--- src/rtl/pc_gen_if.sv ---
// pc_gen_if: redirect/BTB/RAS inputs and PC/RAS status outputs of the fetch PC generator
interface pc_gen_if #(
    parameter int XLEN      = 32,
    parameter int RAS_DEPTH = 4
);
    localparam int CW = $clog2(RAS_DEPTH) + 1;
    logic            stall, flush_en, jump_en, btb_valid, btb_predict_taken, btb_is_ret, ras_push;
    logic [XLEN-1:0] flush_pc, jump_addr, btb_target, ras_push_addr;
    logic [XLEN-1:0] pc, next_pc;
    logic [CW-1:0]   ras_count;
    logic            ras_empty;
    modport master (
        output stall, flush_en, flush_pc, jump_en, jump_addr, btb_valid, btb_predict_taken,
               btb_target, btb_is_ret, ras_push, ras_push_addr,
        input  pc, next_pc, ras_count, ras_empty
    );
    modport slave (
        input  stall, flush_en, flush_pc, jump_en, jump_addr, btb_valid, btb_predict_taken,
               btb_target, btb_is_ret, ras_push, ras_push_addr,
        output pc, next_pc, ras_count, ras_empty
    );
endinterface

--- src/rtl/pc_gen_unit.sv ---
// pc_gen_unit: fetch PC generator with flush/jump/RAS/BTB redirect priority and a circular return-address stack
module pc_gen_unit #(
    parameter int              XLEN      = 32,
    parameter logic [XLEN-1:0] RESET_PC  = '0,
    parameter int              RAS_DEPTH = 4
) (
    input logic     clk,
    input logic     rst_n,
    pc_gen_if.slave bus
);
    localparam int PW = $clog2(RAS_DEPTH);
    localparam int CW = PW + 1;
    logic [XLEN-1:0] pc_q, pc_d, npc;
    logic [XLEN-1:0] ras_q [RAS_DEPTH];
    logic [PW-1:0]   top_q, top_d, wr_idx;
    logic [CW-1:0]   cnt_q, cnt_d;
    logic            empty, ret_sel, adv, pop, push;
    always_comb begin
        empty   = cnt_q == '0;
        ret_sel = bus.btb_valid & bus.btb_is_ret & ~empty;
        npc     = bus.flush_en ? bus.flush_pc :
                  bus.jump_en  ? bus.jump_addr :
                  ret_sel      ? ras_q[top_q] :
                  (bus.btb_valid & bus.btb_predict_taken) ? bus.btb_target : pc_q + XLEN'(4);
        adv     = ~bus.stall | bus.flush_en;
        pop     = ret_sel & ~bus.flush_en & ~bus.jump_en & adv;
        push    = bus.ras_push & ~bus.flush_en & ~bus.stall;
        pc_d    = adv ? npc : pc_q;
        top_d   = (push & ~pop) ? top_q + PW'(1) : (pop & ~push) ? top_q - PW'(1) : top_q;
        cnt_d   = (push & ~pop) ? ((cnt_q == CW'(RAS_DEPTH)) ? cnt_q : cnt_q + CW'(1)) :
                  (pop & ~push) ? cnt_q - CW'(1) : cnt_q;
        // A push paired with a pop replaces the entry being returned through
        wr_idx  = pop ? top_q : top_q + PW'(1);
    end
    always_ff @(posedge clk or negedge rst_n) begin
        if (!rst_n) begin
            pc_q  <= RESET_PC;
            top_q <= '0;
            cnt_q <= '0;
        end else begin
            pc_q  <= pc_d;
            top_q <= top_d;
            cnt_q <= cnt_d;
        end
    end
    always_ff @(posedge clk) begin
        if (push) ras_q[wr_idx] <= bus.ras_push_addr;
    end
    assign bus.pc        = pc_q;
    assign bus.next_pc   = npc;
    assign bus.ras_count = cnt_q;
    assign bus.ras_empty = empty;
endmodule
--- src/flat_wrapper.sv ---
// flat-port wrapper written by rule: the top's interface ports become plain ports
module pc_gen_unit_flat 
#(
    parameter int              XLEN      = 32,
    parameter logic [XLEN-1:0] RESET_PC  = '0,
    parameter int              RAS_DEPTH = 4
)
  (clk, rst_n, bus_stall, bus_flush_en, bus_flush_pc, bus_jump_en, bus_jump_addr, bus_btb_valid, bus_btb_predict_taken, bus_btb_target, bus_btb_is_ret, bus_ras_push, bus_ras_push_addr, bus_pc, bus_next_pc, bus_ras_count, bus_ras_empty);
  pc_gen_if #(.XLEN(XLEN), .RAS_DEPTH(RAS_DEPTH)) bus_i ();
  input logic clk;
  input logic rst_n;
  input wire logic [$bits(bus_i.stall)-1:0] bus_stall;
  input wire logic [$bits(bus_i.flush_en)-1:0] bus_flush_en;
  input wire logic [$bits(bus_i.flush_pc)-1:0] bus_flush_pc;
  input wire logic [$bits(bus_i.jump_en)-1:0] bus_jump_en;
  input wire logic [$bits(bus_i.jump_addr)-1:0] bus_jump_addr;
  input wire logic [$bits(bus_i.btb_valid)-1:0] bus_btb_valid;
  input wire logic [$bits(bus_i.btb_predict_taken)-1:0] bus_btb_predict_taken;
  input wire logic [$bits(bus_i.btb_target)-1:0] bus_btb_target;
  input wire logic [$bits(bus_i.btb_is_ret)-1:0] bus_btb_is_ret;
  input wire logic [$bits(bus_i.ras_push)-1:0] bus_ras_push;
  input wire logic [$bits(bus_i.ras_push_addr)-1:0] bus_ras_push_addr;
  output wire logic [$bits(bus_i.pc)-1:0] bus_pc;
  output wire logic [$bits(bus_i.next_pc)-1:0] bus_next_pc;
  output wire logic [$bits(bus_i.ras_count)-1:0] bus_ras_count;
  output wire logic [$bits(bus_i.ras_empty)-1:0] bus_ras_empty;
  assign bus_i.stall = bus_stall;
  assign bus_i.flush_en = bus_flush_en;
  assign bus_i.flush_pc = bus_flush_pc;
  assign bus_i.jump_en = bus_jump_en;
  assign bus_i.jump_addr = bus_jump_addr;
  assign bus_i.btb_valid = bus_btb_valid;
  assign bus_i.btb_predict_taken = bus_btb_predict_taken;
  assign bus_i.btb_target = bus_btb_target;
  assign bus_i.btb_is_ret = bus_btb_is_ret;
  assign bus_i.ras_push = bus_ras_push;
  assign bus_i.ras_push_addr = bus_ras_push_addr;
  assign bus_pc = bus_i.pc;
  assign bus_next_pc = bus_i.next_pc;
  assign bus_ras_count = bus_i.ras_count;
  assign bus_ras_empty = bus_i.ras_empty;
  pc_gen_unit #(.XLEN(XLEN), .RESET_PC(RESET_PC), .RAS_DEPTH(RAS_DEPTH)) u_core (.clk(clk), .rst_n(rst_n), .bus(bus_i));
endmodule
--- config.mk ---
export PLATFORM = sky130hd
export DESIGN_NAME = pc_gen_unit_flat
export DESIGN_NICKNAME = d
export VERILOG_FILES = /design/src/rtl/pc_gen_if.sv /design/src/rtl/pc_gen_unit.sv /design/src/flat_wrapper.sv
export SDC_FILE = /design/constraint.sdc
export NUM_CORES = 1
export LEC_CHECK = 0
export BUFFER_PORTS_ARGS = -buffer_cell sky130_fd_sc_hd__clkbuf_2
export CAP_MARGIN = 20
export CORE_AREA = 4 4 120 168
export CTS_CLUSTER_DIAMETER = 40
export CTS_CLUSTER_SIZE = 14
export DETAILED_ROUTE_END_ITERATION = 16
export DIE_AREA = 0 0 124 172
export PLACE_DENSITY_LB_ADDON = 0.12
export SYNTH_ARGS = -nofsm -noshare
export SYNTH_HDL_FRONTEND = slang
export SYNTH_SLANG_ARGS = --single-unit
--- constraint.sdc ---
create_clock -name clk -period 6 [get_ports clk]
set_input_delay 1.2 -clock clk [delete_from_list [all_inputs] [get_ports clk]]
set_output_delay 1.2 -clock clk [all_outputs]
set_load 0.01 [all_outputs]
==> summary.txt, run 1 <==
STA
  – Relative slew slack: 30.2%
  – Final TNS setup: 0 ns
  – Max Freq: 0.225 GHz
  – Crit share post-route: 74.2%
  – Skew final: 0.0108 ns
  – Worst slew pin tran: 1.04 ns
  – RSZ-0062 raised after global routing: false
  – Setup ws final: 1.55 ns
  – Final hold violations: 0
  – Final setup fails: 0
  – Final Max Slew Viols: 0
  – Worst hold margin: 0.587 ns
  – Post-route minimum period: 4.45 ns

Power
  – Switching Share: 31.2%
  – Reg power frac: 43.5%
  – Sw power: 1.03 mW
  – Maximum vdd drop: 0.194 mV
  – Clock share of power: 33.3%
  – Pwr/cell area: 325 nW/um2
  – LEAKAGE: 3.90 nW
  – Comb pwr share: 23.2%
  – Cell-internal power: 2.27 mW

Placement
  – Placed Instances: 1055
  – HPWL Detailed: 17700 um
  – RePlAce Congestion: 0.919
  – Dpl ws: 1.65 ns
  – Port bufs: 204

Yosys
  – Top-area cell type share of the netlist area: 46.7%
  – Post-Syn Instances: 634
  – Mean area per synthesized cell: 13.0 um2
  – Net Count, Synth: 776
  – Unique masters post-synth: 70
  – Flop and latch count out of synthesis: 165
  – Synth top area cells: edfxtp_1 (47%), dfrtp_1 (11%), mux4_2 (8.8%), nand2_1 (2.9%), o21a_1 (1.8%)
  – Register area share after synthesis: 57.9%
  – Post-synth EDFFs: 128
  – Synth Flop Type: edfxtp_1
  – Yosys top cell by area: edfxtp_1
  – FFs w/ async S/R, synth: 22.4%
  – Post-Syn Area: 8230 um2
  – Synth Warn #: 0

Final layout
  – Most frequent cells in the layout: clkbuf_2 (204), edfxtp_1 (128), nand2_1 (63)
  – Most common cell after layout, fill and taps aside: clkbuf_2
  – Finished Layout Cells: 1089
  – Layout area overhead: 23.0%
  – Layout cells sized above 1: 37.1%
  – Nets@finish: 973

Die
  – Die H: 172 um
  – Starting Density: 44.4%
  – I/O pins: 205
  – # rows: 59
  – Core Box Area: 18500 um2
  – Chip width: 124 um
  – Die area: 21300 um2

Job
  – Max-cap violations: 0

Critical path
  – Endpoint type of the worst setup path: output port
  – Crit path DAT: 3.25 ns
  – Slack of the worst reg-to-reg path: 2.72 ns
  – Worst EP required: 4.80 ns
  – FF-to-FF path depth: 9
  – FF-to-FF Start: u_core.bus.ras_count[0]
  – Startpoint types: register
  – Kind of critical path: reg2out
  – R2R Path End: u_core.ras_q[0][30]
  – CP max FO: 9

Routing
  – Initial detailed-routing violation count: 488
  – Top sig layer: met4
  – WL per Instance: 22.1 um
  – Vias/cell: 5.75
  – # DRC: 0
  – 1st-pass router iterations: 5
  – Met1 wire length: 9480 um
  – Vias post-DR: 6260
  – Routed wl met3: 1740 um
  – Detail Route met2 WL: 12100 um
  – ANT nets after route: 0
  – Routed WL: 24100 um

Global route
  – Total grt overflow: 0
  – Vias in the first global route: 6396
  – GRT Overall Usage: 22.6%
  – First-pass GRT wire length: 35900 um
  – Antenna violations before repair: 1
  – Largest net degree at the start of global routing: 55

Worst hold path
  – Hold/Removal Path Class: reg2reg
  – Hold path endpoint: u_core.bus.pc[1]
  – Min-Delay Startpoint: u_core.bus.pc[1]
  – Hold path cells: 1

Clock tree
  – CTS Buf Count: 17
  – CTS sink cnt: 165
  – Root Buffer: clkbuf_16
  – Hold_buf cts: 0
  – CTS H-tree depth: 4
  – Post_cts resized: 0
  – Clk buf depth: 2
  – Skew-Pair Late Insertion Delay: 0.43 ns
  – Worst-path clk slew: 0.07 ns
  – CTS tree: done
  – Post-CTS setup buffers: 0

Outcome
  – Status: finished, final reports clean
flip-flops by register name, summed over array words and instances, names as in the netlist:
signal,count
u_core.ras_q,128
u_core.bus.pc,32
u_core.bus.ras_count,3
u_core.top_q,2
cells in the mapped netlist, drive strengths merged (3+ instances only):
| library cell | instances |
|---|---|
| edfxtp | 128 |
| nand2 | 63 |
| dfrtp | 37 |
| mux4 | 32 |
| nor2 | 32 |
| o21ai | 30 |
| a21oi | 29 |
| clkbuf | 24 |
| o21a | 20 |
| nand3 | 18 |
| nand2b | 17 |
| xor2 | 17 |
| o31a | 16 |
| a31oi | 14 |
| buf | 14 |
| inv | 12 |
| xnor2 | 12 |
| nand4 | 8 |
| nor3 | 8 |
| o221a | 8 |
| o22ai | 8 |
| a2bb2oi | 7 |
| nor4 | 7 |
| o211ai | 7 |
| a22o | 5 |
| ha | 5 |
| mux2 | 5 |
| a211oi | 4 |
| and3 | 4 |
| a221oi | 3 |
| and4 | 3 |
| mux2i | 3 |
| o211a | 3 |
| o221ai | 3 |
final cells by class:
class / count / area [um2]
Clock buffer: 17 / 425
Clock inverter: 15 / 176
Inverter: 12 / 45.0
Sequential cell: 165 / 4770
Timing Repair Buffer: 219 / 1160
Tap cell: 244 / 305
Fill cell: 1603 / 8400
Antenna cell: 1 / 2.50
Multi-Input combinational cell: 416 / 3240
per-layer routing:
| metal | vias up | GRT usage (%) |
|---|---|---|
| met5 | - | 0 |
| met4 | 0 | 9.20 |
| met3 | 47 | 4.68 |
| met2 | 256 | 38.1 |
| met1 | 3084 | 28.3 |
| li1 | 2873 | - |
cells by family after synthesis:
| group | synth area share [%] |
|---|---|
| muxes | 9.80 |
| AOI/OAI and AO/OA | 14.8 |
| buffers and inverters | 3.08 |
| xor gates and xnor gates | 3.09 |
| adders and majority gates | 0.760 |
| DFF | 57.9 |
| and+or+nand+nor | 10.5 |
worst max-delay path by stage:
stage	cells past startpoint	endpoint	slack, ns	start
after floorplan	6	u_core.ras_q[1][0]	0.21	bus_jump_en
after global placement	6	bus_next_pc[13]	1.63	bus_jump_en
after detailed placement	6	bus_next_pc[30]	1.65	bus_jump_en
after CTS	8	bus_next_pc[16]	1.57	u_core.bus.pc[2]
after global routing	6	bus_next_pc[15]	1.37	bus_jump_en
final	8	bus_next_pc[16]	1.55	u_core.bus.pc[2]
worst max-delay path, cell delays in order, from the launching register on:
cell      delay (ns)
dfrtp_1         0.47
ha_1            0.30
nand2_1         0.12
or4_1           0.77
or3_1           0.39
a31oi_1         0.19
o22ai_1         0.14
o21ai_1         0.25
clkbuf_2        0.18
metrics by stage:
stage	area (um2)	util (%)	power, mW
floorplan	8230	-	1.92
global placement	9500	51.3	2.22
detailed placement	9500	51.3	2.23
CTS	10100	54.5	3.33
global route	10100	54.7	3.45
finish	10100	54.7	3.30
power groups by stage:
stage / clock [mW] / combinational [mW] / sequential, mW
detailed placement: 0 / 0.766 / 1.46
global placement: 0 / 0.761 / 1.45
global route: 1.17 / 0.828 / 1.45
floorplan: 0 / 0.515 / 1.41
CTS: 1.12 / 0.769 / 1.44
finish: 1.10 / 0.765 / 1.43
Note: power is estimated with default switching activity, not from simulation.
==> run 2, diff against run 1 <==
==> constraint.sdc (replaced) <==
create_clock -name clk -period 4.38 [get_ports clk]
set_input_delay 0.876 -clock clk [delete_from_list [all_inputs] [get_ports clk]]
set_output_delay 0.876 -clock clk [all_outputs]
set_load 0.01 [all_outputs]
==> run 2 against run 1 <==
Net effect:
- hold slack worse by 0.20 ns
- largest power group unchanged
- total power up 37%
- clock skew down 0.0040 ns
- global-route usage up 0.26 points
- sequential power up 37%
- largest cell class unchanged
==> summary.txt, run 2 (same netlist as run 1, synthesis figures left out) <==
Final layout
  – Most flops, register: u_core.ras_q
  – Most frequent cells in the layout: clkbuf_2 (204), edfxtp_1 (128), nand2_1 (63)
  – Max reg flops: 128 (unchanged)
  – Most common cell after layout, fill and taps aside: clkbuf_2
  – Layout cells sized above 1: 37.5% (+0.40 points)
  – Layout area overhead: 23.3%
  – Finished Layout Cells: 1096 (+0.64%)
  – Nets@finish: 980 (+0.72%)

Clock tree
  – CTS Buf Count: 17 (unchanged)
  – Skew-Pair Late Insertion Delay: 0.42 ns (about the same)
  – Clk buf depth: 2 (unchanged)
  – Hold_buf cts: 0 (unchanged)
  – Post_cts resized: 0 (unchanged)
  – Post-CTS setup buffers: 0 (unchanged)
  – CTS H-tree depth: 4 (unchanged)
  – CTS sink cnt: 165 (unchanged)
  – Worst-path clk slew: 0.07 ns (about the same)
  – CTS tree: done
  – Root Buffer: clkbuf_16

Placement
  – HPWL Detailed: 17900 um (+0.76%)
  – Placed Instances: 1062 (+0.66%)
  – Dpl ws: 0.797 ns (-0.854 ns)
  – RePlAce Congestion: 0.869 (-5.4%)
  – Port bufs: 204 (unchanged)

STA
  – Final Max Slew Viols: 0 (unchanged)
  – Setup ws final: 0.340 ns (-1.21 ns)
  – RSZ-0062 raised after global routing: false
  – Relative slew slack: 35.3% (+5.1 points)
  – Skew final: 0.00681 ns (-0.00401 ns)
  – Crit share post-route: 92.2%
  – Post-route minimum period: 4.04 ns
  – Final TNS setup: 0 ns (unchanged)
  – Worst slew pin tran: 0.968 ns (-0.0760 ns)
  – Max Freq: 0.248 GHz
  – Final setup fails: 0 (unchanged)
  – Final hold violations: 0 (unchanged)

Routing
  – Vias post-DR: 6326 (+1.1%)
  – WL per Instance: 22.0 um (-0.34%)
  – Initial detailed-routing violation count: 526 (+7.8%)
  – 1st-pass router iterations: 5 (unchanged)
  – Vias/cell: 5.77 (+0.41%)
  – ANT nets after route: 0 (unchanged)
  – Routed WL: 24100 um (+0.30%)
  – # DRC: 0 (unchanged)

Power
  – Switching Share: 30.9% (-0.23 points)
  – Comb pwr share: 23.7% (+0.5 points)
  – Cell-internal power: 3.11 mW (+37%)
  – Overall Power: 4.50 mW (+37%)
  – Sw power: 1.39 mW (+36%)
  – Maximum vdd drop: 0.239 mV (+23%)
  – Reg power frac: 43.5% (about the same)
  – LEAKAGE: 3.93 nW (+0.59%)
  – Clock share of power: 32.8% (-0.5 points)
  – Pwr/cell area: 444 nW/um2 (+36%)

Global route
  – Total grt overflow: 0 (unchanged)
  – Vias in the first global route: 6510 (+1.8%)
  – GRT Overall Usage: 22.9% (+0.26 points)
  – First-pass GRT wire length: 36200 um (+0.75%)
  – Antenna violations before repair: 1 (unchanged)
  – Largest net degree at the start of global routing: 38 (-31%)

Critical path
  – Cells along the critical path: ha_1, nand2_1, or4_1, nor3_4, xnor2_1, o221ai_1, mux2_2, clkbuf_2
  – Endpoint type of the worst setup path: output port
  – Worst EP required: 3.50 ns (-1.30 ns)
  – Critical path's top delay family: simple AND/OR/NAND/NOR gates
  – Startpoint types: register
  – FF-to-FF path depth: 12 (+3)
  – Max incr delay on CP: 0.78 ns (about the same)
  – Slack of the worst reg-to-reg path: 1.11 ns (-1.61 ns)
  – R2R Path End: u_core.bus.ras_count[2]
  – Worst path bufs/invs: 1 (unchanged)
  – CP max FO: 9 (unchanged)
  – FF-to-FF Start: u_core.bus.ras_count[0]
  – Crit path DAT: 3.16 ns (-0.09 ns)
  – Critical Path Slowest Stage Cell: or4_1
  – Kind of critical path: reg2out

Outcome
  – Status: finished, final reports clean

Die
  – Chip width: 124 um (unchanged)
  – Die H: 172 um (unchanged)
  – I/O pins: 205 (unchanged)
  – Starting Density: 44.4% (unchanged)
  – Die area: 21300 um2 (unchanged)
  – Core Box Area: 18500 um2 (unchanged)
  – # rows: 59 (unchanged)

Worst hold path
  – Hold/Removal Path Class: in2async

Job
  – Max-cap violations: 0 (unchanged)
run 2: cell count changes in the layout (fill, tap and decap cells not counted), sizes merged:
cell | before | now
buf | 15 | 22
clkinv | 6 | 4
clkinvlp | 0 | 1
inv | 20 | 21
run 2: through the flow:
| step | hold slack (ns) | utilization (%) | instance area (um2) |
|---|---|---|---|
| 2_1_floorplan | 0.580 | - | 8230 |
| 3_3_place_gp | 0.579 | 51.5 | 9540 |
| 3_5_place_dp | 0.593 | 51.5 | 9540 |
| 4_1_cts | 0.609 | 54.7 | 10100 |
| 5_1_grt | 0.404 | 54.8 | 10200 |
| 6_report | 0.391 | 54.8 | 10200 |
run 2: power by group through the flow:
stage	clock network (mW)	registers, mW	logic (mW)
after floorplan	0	1.93	0.706
after global placement	0	1.99	1.06
after detailed placement	0	2.00	1.07
after CTS	1.51	1.96	1.08
after global routing	1.58	1.98	1.16
final	1.48	1.96	1.07
run 2: worst max path at each step:
stage,depth (start not counted),to,startpoint,slack (ns)
6_report,8,bus_next_pc[26],u_core.bus.pc[2],0.34
5_1_grt,8,bus_next_pc[16],u_core.bus.pc[2],0.14
2_1_floorplan,6,u_core.ras_q[1][0],bus_jump_en,-1.08
4_1_cts,8,bus_next_pc[16],u_core.bus.pc[2],0.31
3_3_place_gp,8,bus_next_pc[16],u_core.bus.pc[2],0.80
3_5_place_dp,8,bus_next_pc[16],u_core.bus.pc[2],0.80
run 2: worst register-to-register path, cell delays in order, from the launching register on:
cell	delay, ns
dfrtp_1	0.50
o311ai_4	0.86
nor2_1	0.16
buf_4	0.23
nand2_1	0.17
ha_1	0.38
xnor2_1	0.11
ha_1	0.20
a21oi_1	0.22
nand2_1	0.11
o21ai_0	0.10
nor2_1	0.06
a21oi_1	0.12
run 2: routing by layer:
layer	GRT usage (%)	routed length, um	vias up
li1	-	-	2893
met1	28.5	9380	3075
met2	37.9	12100	299
met3	4.68	1700	59
met4	11.0	972	0
met5	0	0	-
run 2: layout make-up:
class	count	area, um2
fill	1618	8380
sequential	165	4770
multi-input combinational	416	3240
timing repair buffer	226	1200
clock buffer	17	425
tap	244	305
clock inverter	15	160
inverter	12	45.0
antenna	1	2.50
